### config.mk
export PLATFORM = sky130hd
export DESIGN_NAME = unary_stream_decoder
export DESIGN_NICKNAME = d
export VERILOG_FILES = /design/src/rtl/unary_stream_decoder.sv
export SDC_FILE = /design/constraint.sdc
export NUM_CORES = 1
export LEC_CHECK = 0
export ABC_CLOCK_PERIOD_IN_PS = 1840
export BUFFER_PORTS_ARGS = -buffer_cell sky130_fd_sc_hd__buf_2
export CAP_MARGIN = 20
export CORE_ASPECT_RATIO = 0.7
export CORE_MARGIN = 1.5
export CORE_UTILIZATION = 49
export DETAILED_ROUTE_END_ITERATION = 10
export MAX_ROUTING_LAYER = met4
export PLACE_DENSITY = 0.73
export SETUP_SLACK_MARGIN = 0.02
export SYNTH_ARGS = -nofsm -noshare
export SYNTH_HDL_FRONTEND = slang
export SYNTH_SLANG_ARGS = --single-unit
### constraint.sdc
create_clock -name clk -period 1.84 [get_ports clk]
set_clock_uncertainty 0.1 [all_clocks]
set_input_delay 0.184 -clock clk [delete_from_list [all_inputs] [get_ports clk]]
set_output_delay 0.184 -clock clk [all_outputs]
set_load 0.005 [all_outputs]
### src/rtl/unary_stream_decoder.sv
`default_nettype none
// ============================================================================
//  Module   : unary_stream_decoder
//  Purpose  : Decodes a temporal-unary bit stream, framed by in_last, into a
//             binary magnitude. Frames longer than 2^SIZE beats are closed
//             early with out_err set, and their tail is dropped.
//  Config   : UNARY_DEC_BIPOLAR_EN defined   -> out = ones - zeros
//                                               (two's complement)
//             UNARY_DEC_BIPOLAR_EN undefined -> out = ones count
//  Revision : 1.0  initial release
// ============================================================================
module unary_stream_decoder #(
    parameter int SIZE = 4
) (
    input  logic            clk,
    input  logic            reset_n,
    input  logic            in_valid,
    input  logic            u_bit,
    input  logic            in_last,
    output logic            in_ready,
    output logic [SIZE+1:0] out,
    output logic            out_valid,
    input  logic            out_ready,
    output logic            out_err
);

    typedef enum logic [1:0] {
        IDLE    = 2'd0,
        ACCUM   = 2'd1,
        DISCARD = 2'd2
    } state_t;

    // Longest frame that is still counted; reaching it without in_last
    // closes the frame with an overflow result.
    localparam logic [SIZE:0] c_max_beats = {1'b1, {SIZE{1'b0}}};

    state_t          state_q, state_d;
    logic [SIZE:0]   ones_q, ones_d;
    logic [SIZE:0]   beats_q, beats_d;
    logic [SIZE+1:0] out_q, out_d;
    logic            out_valid_q, out_valid_d;
    logic            out_err_q, out_err_d;

    logic            w_accept;
    logic [SIZE:0]   w_ones_nxt;
    logic [SIZE:0]   w_beats_nxt;
    logic            w_full;
    logic [SIZE+1:0] w_result;

    // While discarding, no result is produced, so the tail is never stalled.
    assign in_ready = (state_q == DISCARD) | ~out_valid_q | out_ready;
    assign w_accept = in_valid & in_ready;

    // Counts including the beat currently being accepted, so the closing
    // beat is part of the result.
    assign w_ones_nxt  = ones_q + {{SIZE{1'b0}}, u_bit};
    assign w_beats_nxt = beats_q + {{SIZE{1'b0}}, 1'b1};
    assign w_full      = (w_beats_nxt == c_max_beats);

`ifdef UNARY_DEC_BIPOLAR_EN
    // ones - zeros = 2*ones - beats; both operands fit SIZE+2 bits.
    assign w_result = {w_ones_nxt, 1'b0} - {1'b0, w_beats_nxt};
`else
    assign w_result = {1'b0, w_ones_nxt};
`endif

    assign out       = out_q;
    assign out_valid = out_valid_q;
    assign out_err   = out_err_q;

    // State, counters and result register; async reset drops any open frame.
    always_ff @(posedge clk or negedge reset_n) begin
        if (!reset_n) begin
            state_q     <= IDLE;
            ones_q      <= '0;
            beats_q     <= '0;
            out_q       <= '0;
            out_valid_q <= 1'b0;
            out_err_q   <= 1'b0;
        end else begin
            state_q     <= state_d;
            ones_q      <= ones_d;
            beats_q     <= beats_d;
            out_q       <= out_d;
            out_valid_q <= out_valid_d;
            out_err_q   <= out_err_d;
        end
    end

    // Next state, counter update and result load/delivery.
    always_comb begin
        state_d     = state_q;
        ones_d      = ones_q;
        beats_d     = beats_q;
        out_d       = out_q;
        out_err_d   = out_err_q;
        out_valid_d = out_valid_q;

        // Delivery clears valid; a load below in the same cycle overrides it.
        if (out_valid_q && out_ready) begin
            out_valid_d = 1'b0;
        end

        case (state_q)
            IDLE, ACCUM: begin
                if (w_accept) begin
                    if (in_last) begin
                        out_d       = w_result;
                        out_err_d   = 1'b0;
                        out_valid_d = 1'b1;
                        ones_d      = '0;
                        beats_d     = '0;
                        state_d     = IDLE;
                    end else if (w_full) begin
                        out_d       = w_result;
                        out_err_d   = 1'b1;
                        out_valid_d = 1'b1;
                        ones_d      = '0;
                        beats_d     = '0;
                        state_d     = DISCARD;
                    end else begin
                        ones_d      = w_ones_nxt;
                        beats_d     = w_beats_nxt;
                        state_d     = ACCUM;
                    end
                end
            end
            DISCARD: begin
                if (w_accept && in_last) begin
                    state_d = IDLE;
                end
            end
            default: begin
                state_d = IDLE;
            end
        endcase
    end

endmodule
`default_nettype wire
* Word-level counts from Yosys, hierarchy flattened *
Index checks and enable logic that the tools add are counted.

word-level totals
  output and inout port bits = 9
  memory bits (writable) = 0
  register bits after elaboration = 20
  memories = 0
  latch bits = 0
  ROM bits = 0

operators by class
  equality and inequality tests = 5
  $mul = 0
  multiplexer cells = 18
  reductions and logical operators = 8
  add/subtract/negate cells = 2
  magnitude comparators = 0
  bitwise logic cells = 4
  div/mod/pow operators = 0
  shift-type cells = 0

operators with widths
  kind                                                              number
  5-bit two-way mux                                                 4
  6-bit two-way mux                                                 2
  2-bit two-way mux                                                 4
  1-bit two-way mux                                                 7
  5-bit by 1-bit adder with 5-bit output                            1
  5-bit by 1-bit adder with 5-bit output (second input constant)    1
  5-bit == test (second input constant)                             1
  2-bit one-hot mux with 2 select lines                             1
  2-bit AND reduction                                               2
  3-bit AND reduction                                               1
  2-bit by 1-bit == test with 1-bit output (second input constant)  1
  2-bit == test (second input constant)                             1
  1-bit logical AND                                                 2
  2-bit logical NOT                                                 1
  2-bit by 1-bit != test with 1-bit output (second input constant)  1
  2-bit != test (second input constant)                             1
  1-bit bitwise OR                                                  2
  2-bit nonzero test                                                1
  2-bit OR reduction                                                1
  1-bit bitwise AND                                                 1
  1-bit NOT                                                         1

* Logic depth before layout (Yosys ltp) *
Gate-level depths: netlist (run 1).

  word-level depth = 7
  gate-level depth with buffers = 6

* Worst setup path after synthesis (run 1) *
No wires, ideal clock.

  kind = register to register
  from = register beats_q[0]
  to = register out_q[0], in the netlist out[0]
  data required time = 1.615 ns
  path slack = 0.088 ns
  stages on the path, launching flop included = 6
  path buffers = 0
  arrival = 1.527 ns
  clock period less this slack = 1.752 ns
  cell sequence = dfrtp_1 > ha_1 > nand2_2 > or3_4 > o2bb2ai_4 > mux2_4

on the way
  longest elaborated chain between the ends = 4

ends and longest elaborated chain
  item                                    RTL line  RTL
  start: declaration                      39        logic [SIZE:0] beats_q, beats_d;
  start signal: assignment                83        beats_q <= beats_d;
  5-bit by 1-bit adder with 5-bit output  57        assign w_beats_nxt = beats_q + {{SIZE{1'b0}}, 1'b1};
  5-bit == test                           58        assign w_full = (w_beats_nxt == c_max_beats);
  2-bit nonzero test (no line)            -
  3-bit AND reduction (no line)           -
  end signal: assignment                  84        out_q <= out_d;
  end: declaration                        40        logic [SIZE+1:0] out_q, out_d;

No other way between the ends.
A chain may end at the register's enable or synchronous reset.

* Worst setup path in the final report (run 1) *
  from = register beats_q[1]
  to = register out_q[4], in the netlist out[4]

The elaborated chain is that of the path after synthesis.

==> run_results.csv, run 1 <==
group,metric,value,unit
sta,setup_tns,0,ns
critical_path,r2r-start,"beats_q[1]$_DFFE_PN0P_",
cts,htreeDepth,1,
routing,postRouteAntennaNets,0,
cts,clockBufferDepth,2,
pwr,power.leakage,0.543,nW
routing,routedLengthMet1,1.07,mm
critical_path,crit_path_max_fanout,6,
routing,top_layer,"met4",
critical_path,path_class,"flop to flop",
placed_design,gp_congestion,0.799,
pwr,p_per_area,920,nW/um^2
layout,utilization,61.6,%
routing,wl_per_cell,14.5,um
sta,finalSetupViolCount,0,
floorplanning,io_pins,15,
status,status,"completed",
grt,grt_usage,20.5,%
synthesis,synth_area_leader_cell,"dfrtp_1",
hold_path,min_path_cells,2,
grt,grt_pass1_vias,652,
synthesis,syn_area,1010,um^2
pwr,power.total,1.08,mW
pwr,clkPwrFrac,19.5,%
routing,vias,772,
cts,root_buffer,"clkbuf_4",
critical_path,critPathLaunchType,"flop",
pwr,p_sw_share,31.7,%
cts,cts_buffers,3,
critical_path,r2r-end,"out[4]$_DFFE_PN0P_",
layout,syn2layout_area_growth,16.4,%
routing,drtPass1Iterations,4,
sta,hold_ws,0.0402,ns
critical_path,worstPathArrival,1.91,ns
grt,grt_pass1_wl,3.27,mm
synthesis,synth_edf_count,0,
critical_path,rr_worst_depth,5,
synthesis,ys_warn_count,0,
routing,wl_met2,857,um
synthesis,synth.area.top_cells,"dfrtp_1 (47%), nand2_1 (6.3%), mux2_4 (6.0%), o21ai_0 (4.5%), ha_1 (3.7%)",
synthesis,synth-seq-cells,19,
grt,grt_max_degree,20,
placed_design,io_buffer_count,13,
floorplanning,core,1900,um^2
floorplanning,std_cell_rows,13,
routing,vias_per_cell,5.55,
synthesis,yosysTopAreaCellShare,47.2,%
layout,layout-drive-gt1-share,30.8,%
sta,slew_violations,0,
critical_path,rrSetupSlack,0.02,ns
sta,finalCriticalPeriod,1.82,ns
hold_path,hold_class,"input port to flop",
synthesis,seq_area_frac_synth,47.2,%
routing,drc,0,
sta,hold_viol,0,
cts,clkLatencyLatePin,0.30,ns
pwr,p_switching,342,uW
sta,post-route-period-util,98.9,%
hold_path,hold_start,"in_valid",
routing,wl_met3,80,um
layout,stdcell_count,139,
floorplanning,start_util,52.9,%
cts,cts_tree,"built",
synthesis,synth.avg_cell_area,10.6,um^2
sta,rsz0062_at_grt,"yes",
placed_design,pre_cts_ws,0.0241,ns
pwr,p_comb_share,26.9,%
hold_path,hold-path-endpoint,"state_q[1]$_DFFE_PN0P_",
placed_design,hpwl,1.49,mm
cts,cts.sinks,19,
placed_design,dpl.cell_count,131,
critical_path,critical_path_required,1.93,ns
layout,layout.nets,127,
grt,grt_antenna_before_repair,0,
synthesis,async_reset_ff_share,100,%
cts,clkSlewWorstSetupHoldPaths,0.10,ns
layout,antennaDiodeCount,0,
sta,worst_slack,0.0204,ns
routing,drtIter0Drc,20,
floorplanning,die-area,2340,um^2
sta,fmax,550,MHz
grt,grt-ovfl-total,0,
layout,fin_area,1170,um^2
placed_design,dpl_cell_area,1110,um^2
synthesis,syn_inst,95,
pwr,p_seq_share,53.6,%
pwr,cell_internal_pwr,736,uW
floorplanning,dieHeight,40.9,um
synthesis,synth_cell_type_count,36,
pwr,peakVddDrop,0.000566,V
job,cap_viol_max_count,0,
critical_path,end_kind,"flop",
synthesis,syn_nets,104,
routing,routed_wl,2.02,mm
floorplanning,die_x,57.2,um
synthesis,ys.flop_type,"dfrtp_1",
-- cells in the final DEF (no fill, tap or decap), types with 2 or more instances in the layout --
cell type   n
nor2_1      2
o21ai_0     9
buf_4       6
clkbuf_4    3
nand3_1     3
nand2b_1    5
nand3b_1    2
mux2i_1     2
buf_2      13
mux2_4      4
ha_1        2
dfrtp_1    19
nor2b_1     2
a21oi_1     2
or2_2       2
nand2_1    17
-- cell families (layout without fill, tap and decap cells) --
family                     count (synthesis)  in the layout  synth area share [%]
AOI/OAI and AO/OA                         19             19                  13.8
other                                      1              1                 0.372
muxes                                      7              7                  9.07
and+or+nand+nor                           41             41                  22.6
xor gates and xnor gates                   2              2                  1.74
DFF                                       19             19                  47.2
adders and majority gates                  3              3                  3.73
buffers and inverters                      3             25                  1.49
-- flip-flops by register name, summed over array words and instances, names as in the netlist --
signal,count
ones_q,5
out,5
out_valid,1
beats_q,5
state_q,2
out_err,1
-- power groups by stage --
stage | combinational [mW] | sequential (mW) | clock, mW
after floorplan | 0.191 | 0.569 | 0
after global placement | 0.273 | 0.580 | 0
after detailed placement | 0.284 | 0.581 | 0
after CTS | 0.291 | 0.576 | 0.217
after global routing | 0.329 | 0.589 | 0.237
final | 0.290 | 0.578 | 0.210
-- per-layer routing --
metal  global-route usage [%]  vias up
met5                        -        -
met4                     5.23        0
met3                     6.62        2
met2                     28.2       17
met1                     29.1      375
li1                         -      378
-- area by class of cell --
| class | instances | area [um^2] |
|---|---|---|
| Fill cell | 167 | 731 |
| Multi-Input combinational cell | 73 | 519 |
| Sequential cell | 19 | 475 |
| Timing Repair Buffer | 20 | 120 |
| Tap cell | 22 | 27.5 |
| Clock buffer | 4 | 26.3 |
| Inverter | 1 | 3.75 |
-- worst max-delay path by stage --
| stage | startpoint | end | slack, ns | depth (start not counted) |
|---|---|---|---|---|
| after floorplan | beats_q[0]$_DFFE_PN0P_ | out[0]$_DFFE_PN0P_ | 0.09 | 5 |
| after global placement | beats_q[0]$_DFFE_PN0P_ | out[4]$_DFFE_PN0P_ | 0.08 | 5 |
| after detailed placement | beats_q[0]$_DFFE_PN0P_ | out[2]$_DFFE_PN0P_ | 0.02 | 5 |
| after CTS | beats_q[1]$_DFFE_PN0P_ | out[4]$_DFFE_PN0P_ | 0.02 | 5 |
| after global routing | beats_q[0]$_DFFE_PN0P_ | out[4]$_DFFE_PN0P_ | -0.03 | 5 |
| final | beats_q[1]$_DFFE_PN0P_ | out[4]$_DFFE_PN0P_ | 0.02 | 5 |
-- synth_stat cells, types with 2 or more instances --
library cell and n:
o21ai_0 9, mux2_4 4, nand3_1 3, dfrtp_1 19, a21oi_1 2, nand2b_1 5, mux2i_1 2, nor2b_1 2
nand3b_1 2, nor2_1 2, ha_1 3, nand2_1 17, or2_2 2
-- what timing repair did --
action                                  CTS  global route
pin swaps                                 2             1
endpoints found under the hold margin    19             0
resized for setup                         1             0
hold buffers                              1             0
buffers inserted                          3             0
endpoints found under the setup margin    4             4
-- critical path, stage by stage, from the launching register on --
cell and delay, ns:
dfrtp_1 0.42, ha_2 0.21, nand2_2 0.06, or3_4 0.35
o2bb2ai_4 0.25, mux2_4 0.33
Power figures use the tool's default switching activity.
==> run 2: changes to the inputs <==
--- a/config.mk
+++ b/config.mk
@@ -14,6 +14,7 @@
 export DETAILED_ROUTE_END_ITERATION = 10
 export MAX_ROUTING_LAYER = met4
 export PLACE_DENSITY = 0.73
+export REMOVE_ABC_BUFFERS = 1
 export SETUP_SLACK_MARGIN = 0.02
 export SYNTH_ARGS = -nofsm -noshare
 export SYNTH_HDL_FRONTEND = slang
==> run_results.csv, run 2 (same netlist as run 1, synthesis figures left out) <==
group,metric,value,unit
status,status,"completed",
grt,grt_pass1_vias,665,
layout,layout.nets,129,
critical_path,critical_path_required,1.93,ns
layout,utilization,63.1,%
grt,grt_antenna_before_repair,0,
pwr,p_comb_share,28.3,%
floorplanning,die_x,57.2,um
grt,grt.busiest_layer,"met2",
cts,htreeDepth,1,
sta,finalSetupViolCount,0,
layout,syn2layout_area_growth,19.3,%
routing,routed_wl,2.04,mm
routing,vias_per_cell,5.43,
critical_path,r2r-start,"beats_q[1]$_DFFE_PN0P_",
placed_design,dpl.cell_count,131,
pwr,p_per_area,925,nW/um^2
pwr,p_switching,355,uW
floorplanning,core,1900,um^2
critical_path,cpPeakStageDelay,0.43,ns
floorplanning,start_util,52.9,%
floorplanning,dieHeight,40.9,um
cts,root_buffer,"clkbuf_4",
routing,drtPass1Iterations,4,
pwr,p_sw_share,32.0,%
routing,drc,0,
pwr,power.leakage,0.555,nW
pwr,p_seq_share,52.8,%
sta,rsz0062_at_grt,"no",
pwr,clkPwrFrac,18.9,%
sta,post-route-period-util,95.7,%
layout,final_cell_mix,"dfrtp_1 (18), nand2_1 (16), buf_2 (13), o21ai_0 (9), buf_4 (8)",
routing,vias,766,
critical_path,crit_end,"out[4]$_DFFE_PN0P_",
critical_path,rrSetupSlack,0.08,ns
hold_path,hold_class,"input port to flop",
routing,postRouteAntennaNets,0,
cts,clkLatencyLatePin,0.30,ns
job,cap_viol_max_count,0,
cts,cts.sinks,19,
critical_path,path_class,"flop to flop",
grt,use_met3,7.26,%
critical_path,rr_worst_depth,5,
sta,fmax,568,MHz
placed_design,hpwl,1.49,mm
critical_path,critPathLaunchType,"flop",
layout,antennaDiodeCount,0,
cts,cts_buffers,3,
sta,setup_tns,0,ns
cts,clkSlewWorstSetupHoldPaths,0.10,ns
pwr,peakVddDrop,0.000634,V
critical_path,crit_path_max_fanout,6,
layout,stdcell_count,141,
floorplanning,std_cell_rows,13,
layout,num-fill-cells,159,
grt,grt_usage,20.4,%
floorplanning,io_pins,15,
cts,clockBufferDepth,2,
critical_path,cp_slowest_cell,"dfrtp_2",
placed_design,io_buffer_count,13,
routing,drtIter0Drc,11,
cts,cts_tree,"built",
layout,layout-drive-gt1-share,33.6,%
critical_path,worstPathArrival,1.85,ns
floorplanning,die-area,2340,um^2
sta,slew_violations,0,
grt,global_route.usage.met2,29.3,%
placed_design,gp_congestion,0.771,
grt,grt_max_degree,20,
critical_path,path_depth,5,
pwr,cell_internal_pwr,756,uW
critical_path,crit_chain,"ha_4 -> nand2_2 -> or3_4 -> o2bb2ai_4 -> mux2_4",
critical_path,critical_path.top_delay_family,"flip-flops",
layout,final_common_cell,"dfrtp_1",
grt,grt_pass1_wl,3.14,mm
critical_path,startpoint,"beats_q[1]$_DFFE_PN0P_",
pwr,power.total,1.11,mW
sta,hold_viol,0,
grt,met1_usage,25.8,%
sta,finalCriticalPeriod,1.76,ns
grt,grt-ovfl-total,0,
critical_path,end_kind,"flop",
critical_path,r2r-end,"out[4]$_DFFE_PN0P_",
critical_path,crit_buf_inv,0,
routing,wl_per_cell,14.5,um
-- run 2: cell count changes in the layout (fill, tap and decap cells not counted) --
| cell | delta |
|---|---|
| buf_4 | +2 |
| ha_4 | +1 |
| dfrtp_1 | -1 |
| nand2_2 | +1 |
| nand2_1 | -1 |
| dfrtp_2 | +1 |
| ha_2 | -1 |
-- run 2: how the worst min path moves through the flow --
stage               startpoint  slack, ns                      to  depth (start not counted)
floorplan              reset_n      -0.21  beats_q[0]$_DFFE_PN0P_                          0
global placement       reset_n       0.05  beats_q[2]$_DFFE_PN0P_                          1
detailed placement     reset_n       0.05  beats_q[2]$_DFFE_PN0P_                          1
CTS                   in_valid       0.02  state_q[1]$_DFFE_PN0P_                          2
global route          in_valid       0.03  state_q[1]$_DFFE_PN0P_                          2
finish                in_valid       0.03  state_q[1]$_DFFE_PN0P_                          2
-- run 2: cell type report --
class | count | area (um^2) | area share (%)
flip-flops and latches | 19 | 477 | 39.7
inverters | 1 | 3.75 | 0.313
well taps | 22 | 27.5 | 2.29
clock buffers | 4 | 26.3 | 2.19
repair buffers | 22 | 135 | 11.3
multi-input cells | 73 | 532 | 44.3
-- run 2: timing repair --
action	4_1_cts	5_1_grt
hold endpoints to repair	19	0
pin swaps	1	2
setup buffers	3	2
resized for setup	1	3
hold buffers	1	0
endpoints found under the setup margin	4	5
-- run 2: per-stage QoR --
stage / instance area (um^2) / worst slack, ns / hold slack (ns)
floorplan: 996 / 0.0878 / -0.212
global placement: 1110 / 0.0661 / 0.0452
detailed placement: 1110 / 0.0252 / 0.0474
CTS: 1170 / 0.0229 / 0.0231
global route: 1200 / 0.0274 / 0.0317
finish: 1200 / 0.0796 / 0.0298
-- run 2: routing by layer --
layer  part of all wire, %  wire (um)  up-vias
met5                     0          0        -
met4                   1.9         39        0
met3                   6.0        123        4
met2                    42        848       19
met1                    50       1030      365
li1                      -          -      378
-- run 2: power by group through the flow --
stage	combinational, mW	sequential (mW)	clock (mW)
final	0.314	0.587	0.210
after global routing	0.353	0.598	0.235
after CTS	0.304	0.577	0.222
after detailed placement	0.286	0.584	0
after global placement	0.272	0.580	0
after floorplan	0.188	0.569	0
